<file path="src/rtl/acc_flag_trim_mc.sv">
// Multi-channel accelerator flag trimmer: per-channel rise-delay/fall-hold FSM,
// bypass and off modes, and saturating pass/drop statistics gated by scan enable.
module acc_flag_trim_mc #(
    parameter int CH_NUM = 4,
    parameter int CNT_W  = 16,
    parameter int STAT_W = 16
) (
    input  logic                     clk_i,
    input  logic                     rst_i,
    input  logic                     scan_en_i,
    input  logic [CH_NUM-1:0]        flag_i,
    input  logic [2*CH_NUM-1:0]      mode_i,
    input  logic [CH_NUM*CNT_W-1:0]  delay_i,
    input  logic [CH_NUM*CNT_W-1:0]  hold_i,
    output logic [CH_NUM-1:0]        trim_ctrl_o,
    output logic [CH_NUM-1:0]        trim_flag_o,
    output logic [CH_NUM*STAT_W-1:0] pass_cnt_o,
    output logic [CH_NUM*STAT_W-1:0] drop_cnt_o
);

    typedef enum logic [1:0] {
        IDLE      = 2'd0,
        RISE_WAIT = 2'd1,
        ACTIVE    = 2'd2,
        FALL_WAIT = 2'd3
    } state_t;

    logic scan_q;
    logic stat_clr;

    always_ff @(posedge clk_i) begin
        if (rst_i) scan_q <= 1'b0;
        else       scan_q <= scan_en_i;
    end

    // Statistics restart at the beginning of every scan.
    assign stat_clr = scan_en_i & ~scan_q;

    for (genvar c = 0; c < CH_NUM; c++) begin : g_ch
        logic [1:0]        mode;
        logic [1:0]        mode_q;
        logic [CNT_W-1:0]  delay;
        logic [CNT_W-1:0]  hold;
        logic              flag_r;
        logic              byp_r;
        logic              trim_r;
        logic              trim_q;
        logic              abort;
        state_t            state;
        state_t            state_nx;
        logic [CNT_W-1:0]  cnt;
        logic [CNT_W-1:0]  cnt_nx;
        logic [CNT_W-1:0]  d_lat;
        logic [CNT_W-1:0]  d_nx;
        logic [CNT_W-1:0]  h_lat;
        logic [CNT_W-1:0]  h_nx;
        logic [STAT_W-1:0] pass_cnt;
        logic [STAT_W-1:0] drop_cnt;

        assign mode  = mode_i[2*c +: 2];
        assign delay = delay_i[c*CNT_W +: CNT_W];
        assign hold  = hold_i[c*CNT_W +: CNT_W];

        assign trim_ctrl_o[c]                   = flag_r;
        assign trim_flag_o[c]                   = trim_r;
        assign pass_cnt_o[c*STAT_W +: STAT_W]   = pass_cnt;
        assign drop_cnt_o[c*STAT_W +: STAT_W]   = drop_cnt;

        always_comb begin
            state_nx = state;
            cnt_nx   = cnt;
            d_nx     = d_lat;
            h_nx     = h_lat;
            abort    = 1'b0;
            // Disabled scan, non-trim mode or a mode change park the channel silently.
            if (!scan_en_i || !mode[1] || (mode != mode_q)) begin
                state_nx = IDLE;
                cnt_nx   = '0;
            end else begin
                case (state)
                    IDLE: begin
                        if (flag_r) begin
                            d_nx   = delay;
                            h_nx   = hold;
                            cnt_nx = '0;
                            if (delay == '0) state_nx = ACTIVE;
                            else             state_nx = RISE_WAIT;
                        end
                    end
                    RISE_WAIT: begin
                        if (!flag_r) begin
                            state_nx = IDLE;
                            abort    = 1'b1;
                        end else if (cnt == d_lat - CNT_W'(1)) begin
                            state_nx = ACTIVE;
                        end else begin
                            cnt_nx = cnt + CNT_W'(1);
                        end
                    end
                    ACTIVE: begin
                        if (!flag_r) begin
                            cnt_nx = '0;
                            if (h_lat == '0) state_nx = IDLE;
                            else             state_nx = FALL_WAIT;
                        end
                    end
                    FALL_WAIT: begin
                        if (flag_r) begin
                            state_nx = ACTIVE;
                        end else if (cnt == h_lat - CNT_W'(1)) begin
                            state_nx = IDLE;
                        end else begin
                            cnt_nx = cnt + CNT_W'(1);
                        end
                    end
                    default: state_nx = IDLE;
                endcase
            end
        end

        always_ff @(posedge clk_i) begin
            if (rst_i) begin
                flag_r <= 1'b0;
                byp_r  <= 1'b0;
                trim_r <= 1'b0;
                trim_q <= 1'b0;
                mode_q <= '0;
                state  <= IDLE;
                cnt    <= '0;
                d_lat  <= '0;
                h_lat  <= '0;
            end else begin
                flag_r <= flag_i[c];
                byp_r  <= flag_r;
                trim_q <= trim_r;
                mode_q <= mode;
                state  <= state_nx;
                cnt    <= cnt_nx;
                d_lat  <= d_nx;
                h_lat  <= h_nx;
                if (!scan_en_i) begin
                    trim_r <= 1'b0;
                end else begin
                    case (mode)
                        2'b00:   trim_r <= 1'b0;
                        2'b01:   trim_r <= byp_r;
                        default: trim_r <= (state == ACTIVE) || (state == FALL_WAIT);
                    endcase
                end
            end
        end

        always_ff @(posedge clk_i) begin
            if (rst_i || stat_clr) begin
                pass_cnt <= '0;
                drop_cnt <= '0;
            end else begin
                if (scan_en_i && trim_r && !trim_q && (pass_cnt != {STAT_W{1'b1}}))
                    pass_cnt <= pass_cnt + STAT_W'(1);
                if (abort && (drop_cnt != {STAT_W{1'b1}}))
                    drop_cnt <= drop_cnt + STAT_W'(1);
            end
        end
    end

endmodule

</file>
<file path="config.mk">
export PLATFORM = sky130hd
export DESIGN_NAME = acc_flag_trim_mc
export DESIGN_NICKNAME = d
export VERILOG_FILES = /design/src/rtl/acc_flag_trim_mc.sv
export SDC_FILE = /design/constraint.sdc
export NUM_CORES = 1
export LEC_CHECK = 0
export CAP_MARGIN = 20
export CORE_AREA = 4 4 194 196
export CTS_CLUSTER_DIAMETER = 50
export CTS_CLUSTER_SIZE = 16
export DETAILED_ROUTE_END_ITERATION = 8
export DIE_AREA = 0 0 198 200
export PLACE_DENSITY_LB_ADDON = 0.08
export SYNTH_ARGS = -nofsm -noshare
export SYNTH_HDL_FRONTEND = slang
export SYNTH_SLANG_ARGS = --single-unit
</file>
<file path="constraint.sdc">
create_clock -name clk_i -period 4.3 [get_ports clk_i]
set_clock_uncertainty 0.05 [all_clocks]
set_input_delay 1.29 -clock clk_i [delete_from_list [all_inputs] [get_ports clk_i]]
set_output_delay 1.29 -clock clk_i [all_outputs]
set_load 0.05 [all_outputs]
</file>
Yosys cells after proc, flatten, opt, wreduce, memory -nomap -nowiden
Index checks and enable logic that the tools add are counted.
Widths: inputs -> output; s select.
{"block": "word_totals", "wordCells": 291, "register_bits": 353, "ram_bits": 0, "mem_count": 0, "rom_bits": 0, "latchBits": 0, "out_inout_bits": 136, "in_bits": 143}
{"block": "classes", "n_eq_ne": 68, "div": 0, "mux": 80, "mul": 0, "shifts": 0, "bitwise_logic": 7, "n_lt_le_gt_ge": 0, "n_addsub": 20, "n_reduce_logical": 71}
{"operator": "$mux 16", "count": 24}
{"operator": "$pmux 16 s4", "count": 4}
{"operator": "$add 16x1->16 const B", "count": 12}
{"operator": "$eq 16x16->1", "count": 8}
{"operator": "$logic_not 16->1", "count": 8}
{"operator": "$ne 16x16->1 const B", "count": 8}
{"operator": "$sub 16x1->16 const B", "count": 8}
{"operator": "$mux 2", "count": 32}
{"operator": "$ne 2x2->1 const B", "count": 24}
{"operator": "$pmux 2 s4", "count": 4}
{"operator": "$ne 3x3->1 const B", "count": 8}
{"operator": "$reduce_and 6->1", "count": 4}
{"operator": "$eq 2x1->1 const B", "count": 8}
{"operator": "$eq 2x2->1 const B", "count": 8}
{"operator": "$logic_and 1x1->1", "count": 16}
{"operator": "$logic_not 2->1", "count": 8}
{"operator": "$reduce_and 4->1", "count": 4}
{"operator": "$logic_or 1x1->1", "count": 13}
{"operator": "$mux 1", "count": 12}
{"operator": "$reduce_and 3->1", "count": 4}
{"operator": "$reduce_or 2->1", "count": 5}
{"operator": "$logic_not 1->1", "count": 9}
{"operator": "$ne 2x2->1", "count": 4}
{"operator": "$pmux 1 s2", "count": 4}
{"operator": "2 further kinds", "count": 7}

Longest topological paths before layout
{"block": "logic_depth", "depth_word": 5, "mapped_depth": 14, "depth_no_buf": 11}

Least setup slack after synthesis
OpenSTA, ideal clock, no wires.
{"block": "synth_path", "path_kind": "input to register", "start": "input port scan_en_i", "end": "register g_ch[2].drop_cnt[15]", "arrival_time_ns": 3.324, "t_required_ns": 4.122, "setup_slack_ns": 0.798, "setup_time_ns": 0.128, "path_stages": 11, "n_path_buf": 2, "cell_sequence": "clkbuf_1 nand3_1 nor3_1 nor3b_1 o41a_1 clkbuf_1 nand4_1 nor3_1 nand3_1 xor2_1 nor2_1"}
{"block": "synth_between", "elab_chain_len": 5}
{"element": "start: declaration", "line": "10", "text": "input logic scan_en_i,"}
{"element": "$logic_not 1->1"}
{"element": "$logic_or 1x1->1 (2 in a row)", "line": "76", "text": "if (!scan_en_i || !mode[1] || (mode != mode_q)) begin"}
{"element": "$mux 1", "line": "76"}
{"element": "$logic_and 1x1->1", "line": "160", "text": "if (abort && (drop_cnt != {STAT_W{1'b1}}))"}
{"element": "end signal: assignment", "line": "161", "text": "drop_cnt <= drop_cnt + STAT_W'(1);"}
{"element": "end: declaration", "line": "58", "text": "logic [STAT_W-1:0] drop_cnt;"}
Parallel ways exist; a longest one is shown, timed or not.
A chain may end at the register's enable or synchronous reset.

Worst setup path after layout
{"block": "layout_path", "start": "register g_ch[0].h_lat[0]", "end": "register g_ch[0].cnt[11]"}
{"block": "layout_between", "elab_chain_len": 4}
{"element": "start: declaration", "line": "55", "text": "logic [CNT_W-1:0] h_lat;"}
{"element": "start signal: assignment", "line": "140", "text": "h_lat <= h_nx;"}
{"element": "$sub 16x1->16", "line": "110", "text": "end else if (cnt == h_lat - CNT_W'(1)) begin"}
{"element": "$eq 16x16->1", "line": "110"}
{"element": "$ne 2x2->1 (no line)"}
{"element": "$reduce_and 6->1 (no line)"}
{"element": "end signal: assignment", "line": "138", "text": "cnt <= cnt_nx;"}
{"element": "end: declaration", "line": "51", "text": "logic [CNT_W-1:0] cnt;"}
Every way passes these cells.

==> impl_results.md <==
* Status: completed
* Predominant post-synthesis flop cell: dfxtp_1
* Mapped Nets at 2626
* Post-route ant nets at 0
* I/O Buffers at 278
* Core Footprint at roughly 36000 um2
* WP buf/inv at 1
* Post-synth EDFFs at 0
* Largest net degree at the start of global routing at 72
* Hold endpoint: g_ch[0].d_lat[15]$_SDFFE_PP0P_
* Yosys reg bits at approximately 350
* Met2 GRT Util at 0.412
* Gr ovfl total at 0
* Clock transition at path regs at 0.06 ns
* Post-synthesis sequential area ratio at 0.368
* Cts bufs inserted at 41
* Ratio of final minimum period to clock period at 0.890
* DRT iter0 DRCs at 1093
* Vias in the first global route at 16900
* Area Growth Syn to Fin at 23.6%
* Endpoints failing setup at 0
* Post-Syn Area per Cell at 7.82 um2
* Design Area, Final at 23700 um2
* CTS tree: yes
* YS warnings at 0
* Worst-margin pin slew at 0.994 ns
* Clk sinks at about 350
* Layout cells sized above 1 at 0.0509
* Clock Latency Late Sink at 0.57 ns
* CTS resizes at 0
* Crit path DAT at ~4.2 ns
* Root buf cell: clkbuf_16
* Nets at 2831
* Relative max-transition margin at 0.333
* Crit path max-delay cell type: or4b_2
* Leakage power at about 8.3 nW
* Synth cell types at 81
* Worst Hold Depth at 2
* Initial Util at 0.533
* Cells after Synth at between 2000 and 2500
* Final hold violations at 0
* CP Launch Type: flip-flop
* Die span in y at 200 um
* Pins Over Slew Limit at 0
* Initial antenna violation count at 6
* Critical path's largest stage delay at 0.68 ns
* Delay-heaviest family, CP: simple AND/OR/NAND/NOR gates
* Crit path capture type: flip-flop
* Num ports at between 200 and 300
* RR Startpoint: g_ch[0].h_lat[0]$_SDFFE_PP0P_
* Worst r2r path cells at 11
* Vias at 18100
* Final WL at around 54 mm
* Crit path kind: flip-flop to flip-flop
* Worst-path fanout max at 5
* Placed Area at about 22000 um2
* Remaining DRCs at 0
* FFs w/ async S/R, synth at 0
* Worst path cell trace: inv_1 -> ha_1 -> or4b_2 -> or3b_2 -> xnor2_1 -> nand4b_1 -> a2111oi_0 -> nor4bb_1 -> o21ai_0 -> and3_1 -> o21a_1
* Post-CTS Repair Setup Buffers at 0
* Fmax at 261 MHz
* Drt wl/cell at 17.2 um
* WP data required at 4.70 ns
* # rows at 70
* Hold Startpoint: g_ch[0].d_lat[15]$_SDFFE_PP0P_
* Multi-input gate area at around 11000 um2
* Post-DR vias/cell at 5.72
* RD Place Congestion at 0.887
* Worst R2R End: g_ch[0].cnt[11]$_SDFFE_PP0P_
* Peak supply drop at 0.000479 V
* Power Total at 7.43 mW
* Clock tree buffer depth at 3
* Unrepaired setup endpoints after global routing: no
* Minimum clock period at approximately 3.8 ns
* Worst R2R Setup Slack at between 0.4 and 0.5 ns
* H-tree levels at 2
* GR Layer Usage met1 at 0.350
* Setup TNS at 0 ns
* Grt peak-use layer: met2
* Total GRT Usage at 0.263
* Die ar. at 39600 um2
* Hold WS at 0.418 ns
* Fillers at between 3000 and 4000
* First-pass GRT wire length at 86.4 mm
* Post-DP HPWL at ~40 mm
* Pwr Density at 313 nW/um2
* DR pass1 iterations at 5
* Met3 Usage GRT at 0.0772
* Synthesized area at ~19000 um2
* FF/Latch Area at between 7000 and 8000 um2
* Die X-Extent at approximately 200 um
* Number of max-cap violations at 0
* Hold_buf cts at 0
* Worst Hold Class: flip-flop to flip-flop
-- per-layer routing --
metal  vias up  routed length [um]
met5         -                   0
met4         0                1410
met3        85                4580
met2       533               24300
met1      8508               24100
li1       9005                   -
-- worst max-delay path by stage --
stage | from | end | slack (ns) | cells past startpoint
after floorplan | scan_en_i | g_ch[2].drop_cnt[15]$_SDFFE_PP0P_ | 0.80 | 11
after global placement | scan_en_i | g_ch[2].drop_cnt[15]$_SDFFE_PP0P_ | 0.30 | 10
after detailed placement | scan_en_i | g_ch[2].drop_cnt[15]$_SDFFE_PP0P_ | 0.18 | 10
after CTS | g_ch[3].d_lat[0]$_SDFFE_PP0P_ | g_ch[3].cnt[13]$_SDFFE_PP0P_ | 0.50 | 10
after global routing | g_ch[1].h_lat[0]$_SDFFE_PP0P_ | g_ch[1].cnt[10]$_SDFFE_PP0P_ | 0.07 | 11
final | g_ch[0].h_lat[0]$_SDFFE_PP0P_ | g_ch[0].cnt[11]$_SDFFE_PP0P_ | 0.47 | 11
-- registers in the layout, indices dropped and copies added (netlist names) --
name,cells
g_ch.trim_r,4
g_ch.drop_cnt,64
g_ch.flag_r,4
g_ch.d_lat,64
g_ch.h_lat,64
g_ch.pass_cnt,64
g_ch.trim_q,4
scan_q,1
g_ch.mode_q,8
g_ch.state,8
g_ch.cnt,64
g_ch.byp_r,4
-- layout make-up --
| type | count | area share |
|---|---|---|
| well taps | 468 | 0.0247 |
| diodes | 7 | 0.000738 |
| multi-input cells | 1914 | 0.480 |
| repair buffers | 305 | 0.128 |
| clock buffers | 50 | 0.0485 |
| inverters | 49 | 0.00774 |
| flip-flops and latches | 353 | 0.298 |
| clock inverters | 22 | 0.0132 |
-- cell usage after synthesis (15+ instances only) --
master | n | area, um2
a21oi_1 | 198 | 991
a31oi_1 | 15 | 93.8
and2_1 | 19 | 119
and3_1 | 34 | 213
and4_1 | 15 | 131
clkbuf_1 | 122 | 458
dfxtp_1 | 353 | 7070
ha_1 | 24 | 300
inv_1 | 49 | 184
nand2_1 | 370 | 1390
nand2b_1 | 16 | 100
nand3_1 | 98 | 490
nand4_1 | 54 | 338
nor2_1 | 244 | 916
nor2b_1 | 38 | 238
nor3_1 | 66 | 330
nor4_1 | 60 | 375
o211ai_1 | 16 | 120
o21ai_0 | 69 | 345
or3_1 | 52 | 325
or4_1 | 29 | 218
xnor2_1 | 156 | 1370
xor2_1 | 141 | 1230
-- where the power goes --
| part | switching, mW | internal, mW | total [mW] |
|---|---|---|---|
| clock | 1.48 | 2.29 | 3.77 |
| combinational | 0.167 | 0.186 | 0.354 |
| sequential | 0.0172 | 3.28 | 3.30 |
-- logic make-up (layout without fill, tap and decap cells) --
| kind of cell | Yosys count | in the layout | share of synthesized area |
|---|---|---|---|
| mux | 15 | 15 | 0.00846 |
| simple gates | 1160 | 1160 | 0.298 |
| flops | 353 | 353 | 0.368 |
| other cells | 0 | 7 | 0 |
| fa+ha+maj | 24 | 24 | 0.0156 |
| compound gates | 418 | 418 | 0.134 |
| buf+inv | 192 | 426 | 0.0409 |
| xor+xnor | 297 | 297 | 0.135 |
-- per-stage QoR --
stage	worst slack [ns]	utilization	std cells
floorplan	0.798	-	2459
global placement	0.305	0.615	3085
detailed placement	0.176	0.615	3085
CTS	0.505	0.656	3157
global route	0.0668	0.658	3167
finish	0.473	0.658	3168
-- worst reg2reg max path, delay by kind of cell (launching register included) --
| kind | cells | cell delay [ns] |
|---|---|---|
| compound gates | 3 | 0.78 |
| buf+inv | 1 | 0.11 |
| simple gates | 5 | 2.00 |
| flops | 1 | 0.36 |
| xor+xnor | 1 | 0.14 |
| fa+ha+maj | 1 | 0.28 |
-- layout by cell type (no fill, tap or decap), types with 10 or more instances in the layout --
cell type / count
or3_1: 52
o31ai_1: 10
nor2_1: 244
xnor2_1: 156
ha_1: 24
nand4_1: 54
a31oi_1: 15
xor2_1: 141
nor3b_1: 11
clkbuf_16: 43
and2_1: 19
o21a_1: 10
dfxtp_1: 353
clkdlybuf4s50_1: 277
a21oi_1: 198
mux2i_1: 14
or2_2: 14
and4_1: 15
o211ai_1: 16
buf_4: 23
nand3_1: 98
inv_1: 49
nand2b_1: 16
and3_1: 34
nor4_1: 60
nor2b_1: 38
nor3_1: 63
o21ai_0: 69
or4_1: 29
nand2_1: 370
Power figures use the tool's default switching activity.
